$ cat src/rtl/maxpool_window_gen.sv
// Streaming 5x5 window generator: turns one raster-order channel into 25-element
// window vectors for the combinational max-pool tree, with valid/ready on both sides.
module maxpool_window_gen #(
  parameter int DATA_WIDTH = 16,
  parameter int IMG_W      = 20,
  parameter int IMG_H      = 20,
  parameter int K          = 5,
  parameter int STRIDE     = 1
) (
  input  logic                         clk,
  input  logic                         reset,
  input  logic [DATA_WIDTH-1:0]        in_data,
  input  logic                         in_valid,
  output logic                         in_ready,
  output logic [K*K*DATA_WIDTH-1:0]    win_data,
  output logic                         win_valid,
  input  logic                         win_ready,
  output logic                         win_last
);
  localparam int CW = $clog2(IMG_W);
  localparam int RW = $clog2(IMG_H);
  localparam int PW = 3;
  localparam int WW = K * K * DATA_WIDTH;

  localparam logic [CW-1:0] COL_MAX   = CW'(IMG_W - 1);
  localparam logic [RW-1:0] ROW_MAX   = RW'(IMG_H - 1);
  localparam logic [CW-1:0] COL_FIRST = CW'(K - 1);
  localparam logic [RW-1:0] ROW_FIRST = RW'(K - 1);
  localparam logic [CW-1:0] COL_LAST  = CW'(K - 1 + ((IMG_W - K) / STRIDE) * STRIDE);
  localparam logic [RW-1:0] ROW_LAST  = RW'(K - 1 + ((IMG_H - K) / STRIDE) * STRIDE);
  localparam logic [PW-1:0] PH_MAX    = PW'(STRIDE - 1);

  logic [CW-1:0]         col_q, col_d;
  logic [RW-1:0]         row_q, row_d;
  logic [PW-1:0]         cph_q, cph_d;
  logic [PW-1:0]         rph_q, rph_d;
  logic                  valid_q, valid_d;
  logic                  last_q, last_d;
  logic [WW-1:0]         data_q, data_d;
  logic [WW-1:0]         win_q, win_d;
  logic [K*DATA_WIDTH-1:0] col_vec;
  logic                  accept;
  logic                  emit;
  logic                  is_last;

  assign in_ready  = !valid_q || win_ready;
  assign accept    = in_valid && in_ready;
  assign win_valid = valid_q;
  assign win_last  = last_q;
  assign win_data  = data_q;

  // Buffer gi holds row r-4+gi; each accept moves the column up one buffer.
  generate
    for (genvar gi = 0; gi < K - 1; gi++) begin : g_line
      logic [DATA_WIDTH-1:0] mem [IMG_W];
      assign col_vec[gi*DATA_WIDTH +: DATA_WIDTH] = mem[col_q];
      always_ff @(posedge clk) begin
        if (accept) begin
          mem[col_q] <= col_vec[(gi+1)*DATA_WIDTH +: DATA_WIDTH];
        end
      end
    end
  endgenerate
  assign col_vec[(K-1)*DATA_WIDTH +: DATA_WIDTH] = in_data;

  always_comb begin
    win_d = win_q;
    for (int wr = 0; wr < K; wr++) begin
      for (int wc = 0; wc < K - 1; wc++) begin
        win_d[DATA_WIDTH*(wr*K+wc) +: DATA_WIDTH] = win_q[DATA_WIDTH*(wr*K+wc+1) +: DATA_WIDTH];
      end
      win_d[DATA_WIDTH*(wr*K+K-1) +: DATA_WIDTH] = col_vec[DATA_WIDTH*wr +: DATA_WIDTH];
    end
  end

  always_ff @(posedge clk) begin
    if (accept) begin
      win_q <= win_d;
    end
  end

  // Phase counters track (idx-4) mod STRIDE so no divider is needed.
  always_comb begin
    col_d = col_q;
    row_d = row_q;
    cph_d = cph_q;
    rph_d = rph_q;
    if (accept) begin
      if (col_q == COL_MAX) begin
        col_d = '0;
        cph_d = '0;
        if (row_q == ROW_MAX) begin
          row_d = '0;
          rph_d = '0;
        end else begin
          row_d = row_q + RW'(1);
          rph_d = (row_q < ROW_FIRST || rph_q == PH_MAX) ? '0 : rph_q + PW'(1);
        end
      end else begin
        col_d = col_q + CW'(1);
        cph_d = (col_q < COL_FIRST || cph_q == PH_MAX) ? '0 : cph_q + PW'(1);
      end
    end
  end

  assign emit = accept && (row_q >= ROW_FIRST) && (col_q >= COL_FIRST) &&
                (rph_q == '0) && (cph_q == '0);
  assign is_last = (row_q == ROW_LAST) && (col_q == COL_LAST);

  always_comb begin
    valid_d = valid_q;
    last_d  = last_q;
    data_d  = data_q;
    if (emit) begin
      valid_d = 1'b1;
      last_d  = is_last;
      data_d  = win_d;
    end else if (win_ready) begin
      valid_d = 1'b0;
      last_d  = 1'b0;
    end
  end

  always_ff @(posedge clk or posedge reset) begin
    if (reset) begin
      col_q   <= '0;
      row_q   <= '0;
      cph_q   <= '0;
      rph_q   <= '0;
      valid_q <= 1'b0;
      last_q  <= 1'b0;
      data_q  <= '0;
    end else begin
      col_q   <= col_d;
      row_q   <= row_d;
      cph_q   <= cph_d;
      rph_q   <= rph_d;
      valid_q <= valid_d;
      last_q  <= last_d;
      data_q  <= data_d;
    end
  end
endmodule

$ cat config.mk
export PLATFORM = sky130hd
export DESIGN_NAME = maxpool_window_gen
export DESIGN_NICKNAME = d
export VERILOG_FILES = /design/src/rtl/maxpool_window_gen.sv
export SDC_FILE = /design/constraint.sdc
export NUM_CORES = 2
export LEC_CHECK = 0
export CORE_UTILIZATION = 59
export CTS_BUF_LIST = sky130_fd_sc_hd__clkbuf_16
export CTS_CLUSTER_DIAMETER = 100
export CTS_CLUSTER_SIZE = 25
export DETAILED_ROUTE_END_ITERATION = 12
export PLACE_DENSITY_LB_ADDON = 0.15
export SYNTH_ARGS = -nofsm -noshare
export SYNTH_HDL_FRONTEND = slang
export SYNTH_SLANG_ARGS = --single-unit
$ cat constraint.sdc
create_clock -name clk -period 23.1 [get_ports clk]
set_clock_uncertainty 0.05 [all_clocks]
set_input_delay 5.775 -clock clk [delete_from_list [all_inputs] [get_ports clk]]
set_output_delay 5.775 -clock clk [all_outputs]
set_load 0.005 [all_outputs]
### Yosys cells after proc, flatten, opt, wreduce, memory -nomap -nowiden

Memories as Yosys holds them, arrays and structs flattened.
Cells that the tools add are included.

* flip-flop bits (word level): 818
* memory bits (writable): 1280
* memories kept: 4

* $add $sub $neg: 4
* order comparisons: 4
* eq/ne operators: 2
* mux-type cells: 11
* reduce and logical (&&, ||, !) cells: 14

Memory list
* g_line[0].mem: depth 20, width 16, read ports 1, clocked after memory_dff 0, write ports 1, RTL line 55 `logic [DATA_WIDTH-1:0] mem [IMG_W];`
* g_line[1].mem: depth 20, width 16, read ports 1, clocked after memory_dff 0, write ports 1, RTL line 55
* g_line[2].mem: depth 20, width 16, read ports 1, clocked after memory_dff 0, write ports 1, RTL line 55
* g_line[3].mem: depth 20, width 16, read ports 1, clocked after memory_dff 0, write ports 1, RTL line 55

Operator list (count)
* $mux 3: 4
* $add 5x1->5 const B: 2
* $eq 5x5->1 const B: 2
* $ge 5x3->1 const B: 2
* $lt 5x3->1 const B: 2
* $mux 5: 2
* $add 3x1->3 const B: 2
* $logic_and 1x1->1: 6
* $logic_not 3->1: 2
* $mux 1: 5
* $logic_or 1x1->1: 3
* $reduce_and 2->1: 1
* $reduce_bool 2->1: 1
* $logic_not 1->1: 1

### Longest topological paths before layout

* depth after elaboration: 8
* gate-level depth with buffers: 10
* depth with buffers taken out: 6

### Worst setup path after synthesis

No wires, ideal clock.

* path type: input-to-reg
* start: input port win_ready
* end: memory g_line[0].mem[8][0], enable pin
* setup time: 564 ps
* arrival: 21018 ps
* data required time: 22486 ps
* slack: 1468 ps
* stages: 7
* buffers on the path: 1
* cell sequence: nor2b_1 > inv_1 > nand2_1 > inv_1 > clkbuf_1 > nand2_1 > nor3_1

* longest elaborated chain between the ends: 4

RTL lines
* from (decl): RTL line 17 `input logic win_ready,`
* $logic_or 1x1->1: RTL line 46 `assign in_ready = !valid_q || win_ready;`
* net in_ready: RTL line 14 `output logic in_ready,`
* $logic_and 1x1->1: RTL line 47 `assign accept = in_valid && in_ready;`
* net accept: RTL line 42 `logic accept;`
* $mux 1: RTL line 58 `if (accept) begin`
* $mux 1 (implied by the code): RTL line 59 `mem[col_q] <= col_vec[(gi+1)*DATA_WIDTH +: DATA_WIDTH];`
* to (decl): RTL line 55

The timed path passes the listed nets, and every way through them passes these cells.

### Final worst setup path

* start: input port win_ready
* end: output port in_ready

* longest elaborated chain between the ends: 1

RTL lines (RTL line)
* $logic_or 1x1->1: 46
* to (decl): 14

Every way passes these cells.

==> summary.txt <==
Critical path
  • Family with the most delay on the worst path: buffers and inverters
  • Worst Path Required: ~17000 ps
  • R2R Path Start: col_q[1]$_DFFE_PP0P_
  • R2R Setup Slk: approximately 18000 ps
  • Worst path bufs/invs: 3
  • Crit Path Max Fanout: 5
  • Worst Setup Path Type: in -> out
  • Most frequent CP cell: clkdlybuf4s50_1
  • Worst path arrival time: about 7100 ps
  • Crit end category: output port
  • Slowest stage delay, CP: about 500 ps
  • Cells on worst reg2reg path: 7
  • CP max-delay cell: clkdlybuf4s50_1
  • Crit path launch type: input port
  • Reg-to-reg endpoint: g_line[0].mem[4][8]$_DFFE_PP_
  • Crit-path cells: clkdlybuf4s50_1 -> nor2b_1 -> inv_1 -> clkdlybuf4s50_1

Place
  • IO Port Bufs: ~420
  • DP Area: 81630 um^2
  • HPWL reported at the end of detailed placement: about 96000 um
  • Placer congestion estimate: approximately 0.78

Synthesis
  • Yosys synthesis warning count: 0
  • Yosys reg bits: around 2000
  • Post-synth ARST share: slightly above 20%
  • Post-synth top area share: a little under two thirds
  • Top-count cell post-synth: edfxtp_1
  • Synth unique cells: 48
  • Sequential area share after synthesis: around 77%
  • Synth top cells by count: 1600 x edfxtp_1, 632 x mux2i_1, 418 x dfrtp_1, 310 x mux2_4, 193 x o22ai_1
  • Post-synth top area cell: edfxtp_1
  • EDFF count, synth: 1600
  • Cell count after synthesis: around 4000
  • Synth Flop Type: edfxtp_1
  • Synth Cell Area: ~76000 um^2
  • Top cells by area, synth: edfxtp_1 63%, dfrtp_1 14%, mux2i_1 8.4%
  • Avg Cell Area, Syn: 18.99 um^2
  • Net count after synthesis: approximately 4000

Power
  • Pwr Density: around 130 nW/um^2
  • Static leakage: roughly 0.030 uW
  • Peak supply drop: about 130 uV

STA
  • Worst-margin pin slew: 1265 ps
  • Unrepaired setup endpoints after global routing: false
  • Fin crit period: around 13000 ps
  • Hold_ws: ~400 ps
  • Rel. slew slack: 15.47%
  • Count of pins over their slew limit: 0
  • Fin crit share: between 50% and 60%
  • Max Freq: slightly below 0.08 GHz
  • Final hold violation count: 0
  • Setup TNS Final: 0 ps
  • Final setup viols: 0

Final layout
  • Fin area: 84220 um^2
  • Post-Route Utilization: roughly two thirds
  • Area Overhead vs Synth: 11.30%
  • Final net count: 4386
  • Layout fillers: 8459
  • Layout cell share with drive strength beyond 1: about an eighth

Clock network
  • Cts repair resizes: 0
  • TritonCTS clock tree: done
  • H-tree depth: 3
  • Worst-path clk slew: 100 ps
  • Total CTS buffers: 90
  • Sink Count: slightly above 2000
  • Root Buffer Master: clkbuf_16
  • Worst-skew pair later-pin latency: 710 ps
  • Setup bufs post-CTS: 0
  • Clock Path Buffers: 3
  • CTS Hold Buffers Added: 0

Die
  • Core Region: between 100000 and 150000 um^2
  • DIE HEIGHT: between 300 and 400 um
  • Die area: ~130000 um^2
  • I/O pin cnt: 423
  • Starting Density: about 60%
  • # rows: 131
  • Die Wd: between 300 and 400 um

Global routing
  • Total global routing overflow: 0
  • Total GRT Usage: 26.03%
  • First-pass GRT wire length: between 200000 and 250000 um
  • Initial antenna violation count: 7
  • Largest net degree at the start of global routing: 143
  • Vias in the first global route: 36410

Hold path
  • Worst hold start: win_q[199]$_DFFE_PP_
  • Hold Crit Endpoint: win_q[183]$_DFFE_PP_
  • Worst hold path type: reg -> reg
  • Hold path cells: 0

Route
  • Vias: between 30000 and 40000
  • Drt drc: 0
  • WL per Instance: 28.04 um
  • Antenna-violating nets left: 0
  • DR pass1 iterations: 6
  • Drt total wl: 170900 um
  • DR vias/cell: 6.200
  • Starting DRT DRC Count: 4067

Flow run
  • Max-Cap Viols: 0

Run status
  • Status: completed
-- cell type report --
type	instances	area (um^2)	share of cell area (%)
multi-input cells	1733	16130	19.15
clock inverters	76	339.1	0.4026
flip-flops and latches	2018	58510	69.47
clock buffers	90	2252	2.674
well taps	1662	2079	2.469
diodes	1	2.502	0.002971
inverters	19	87.58	0.1040
repair buffers	494	4827	5.731
-- cell usage in the layout (no fill, tap or decap), types with 67 or more instances in the layout --
| cell | synthesis | layout |
|---|---|---|
| edfxtp_1 | 1600 | 1600 |
| o22ai_1 | 193 | 193 |
| mux2_4 | 310 | 310 |
| inv_1 | 19 | 85 |
| clkbuf_16 | 0 | 90 |
| nand2_1 | 78 | 77 |
| mux2i_1 | 632 | 632 |
| dfrtp_1 | 418 | 417 |
| nor3_1 | 78 | 74 |
| clkdlybuf4s50_1 | 0 | 422 |
| a22oi_1 | 118 | 118 |
| buf_4 | 5 | 67 |
-- sequential cells by signal, indices dropped and copies added, names as in the netlist --
signal	count
col_q	5
cph_q	3
g_line.mem	1280
row_q	5
rph_q	3
win_data	400
win_last	1
win_q	320
win_valid	1
-- where the power goes --
part	internal, uW	switching [uW]
Combinational	1590	2230
Sequential	5320	411
Clock	722	1070
-- worst max path at each step --
| stage | from | end | slack [ps] | cells after the start |
|---|---|---|---|---|
| floorplan | win_ready | g_line[0].mem[8][0]$_DFFE_PP_ | 1470 | 7 |
| finish | win_ready | in_ready | 10160 | 4 |
| detailed placement | win_ready | in_ready | 10160 | 4 |
| global route | win_ready | in_ready | 10090 | 4 |
| CTS | win_ready | in_ready | 10150 | 4 |
| global placement | win_ready | in_ready | 10170 | 4 |
-- kinds of logic (layout without fill, tap and decap cells) --
kind of cell               count (synthesis)  after routing  synth area share [%]
muxes                                    974            974                 15.06
and+or+nand+nor                          282            282                 1.811
other                                      0              1                     0
buffers and inverters                    234            679                 1.670
adders and majority gates                 10             10                0.1653
AOI/OAI and AO/OA                        464            464                 3.942
xor gates and xnor gates                   3              3               0.03473
DFF                                     2018           2018                 77.32
-- through the flow --
step,total power (uW),cells,setup WS (ps)
2_1_floorplan,7825,3985,1468
3_3_place_gp,9497,5926,10170
3_5_place_dp,9605,5926,10160
4_1_cts,11370,6092,10150
5_1_grt,11780,6092,10090
6_report,11340,6093,10160
-- layer usage --
metal / track usage, % / part of all wire (%) / up-vias
li1: - / - / 16300
met1: 38.84 / 43 / 19630
met2: 40.29 / 46 / 1626
met3: 4.344 / 8.2 / 215
met4: 6.519 / 2.4 / 4
met5: 0.8139 / 0.097 / -
Power figures use the tool's default switching activity.
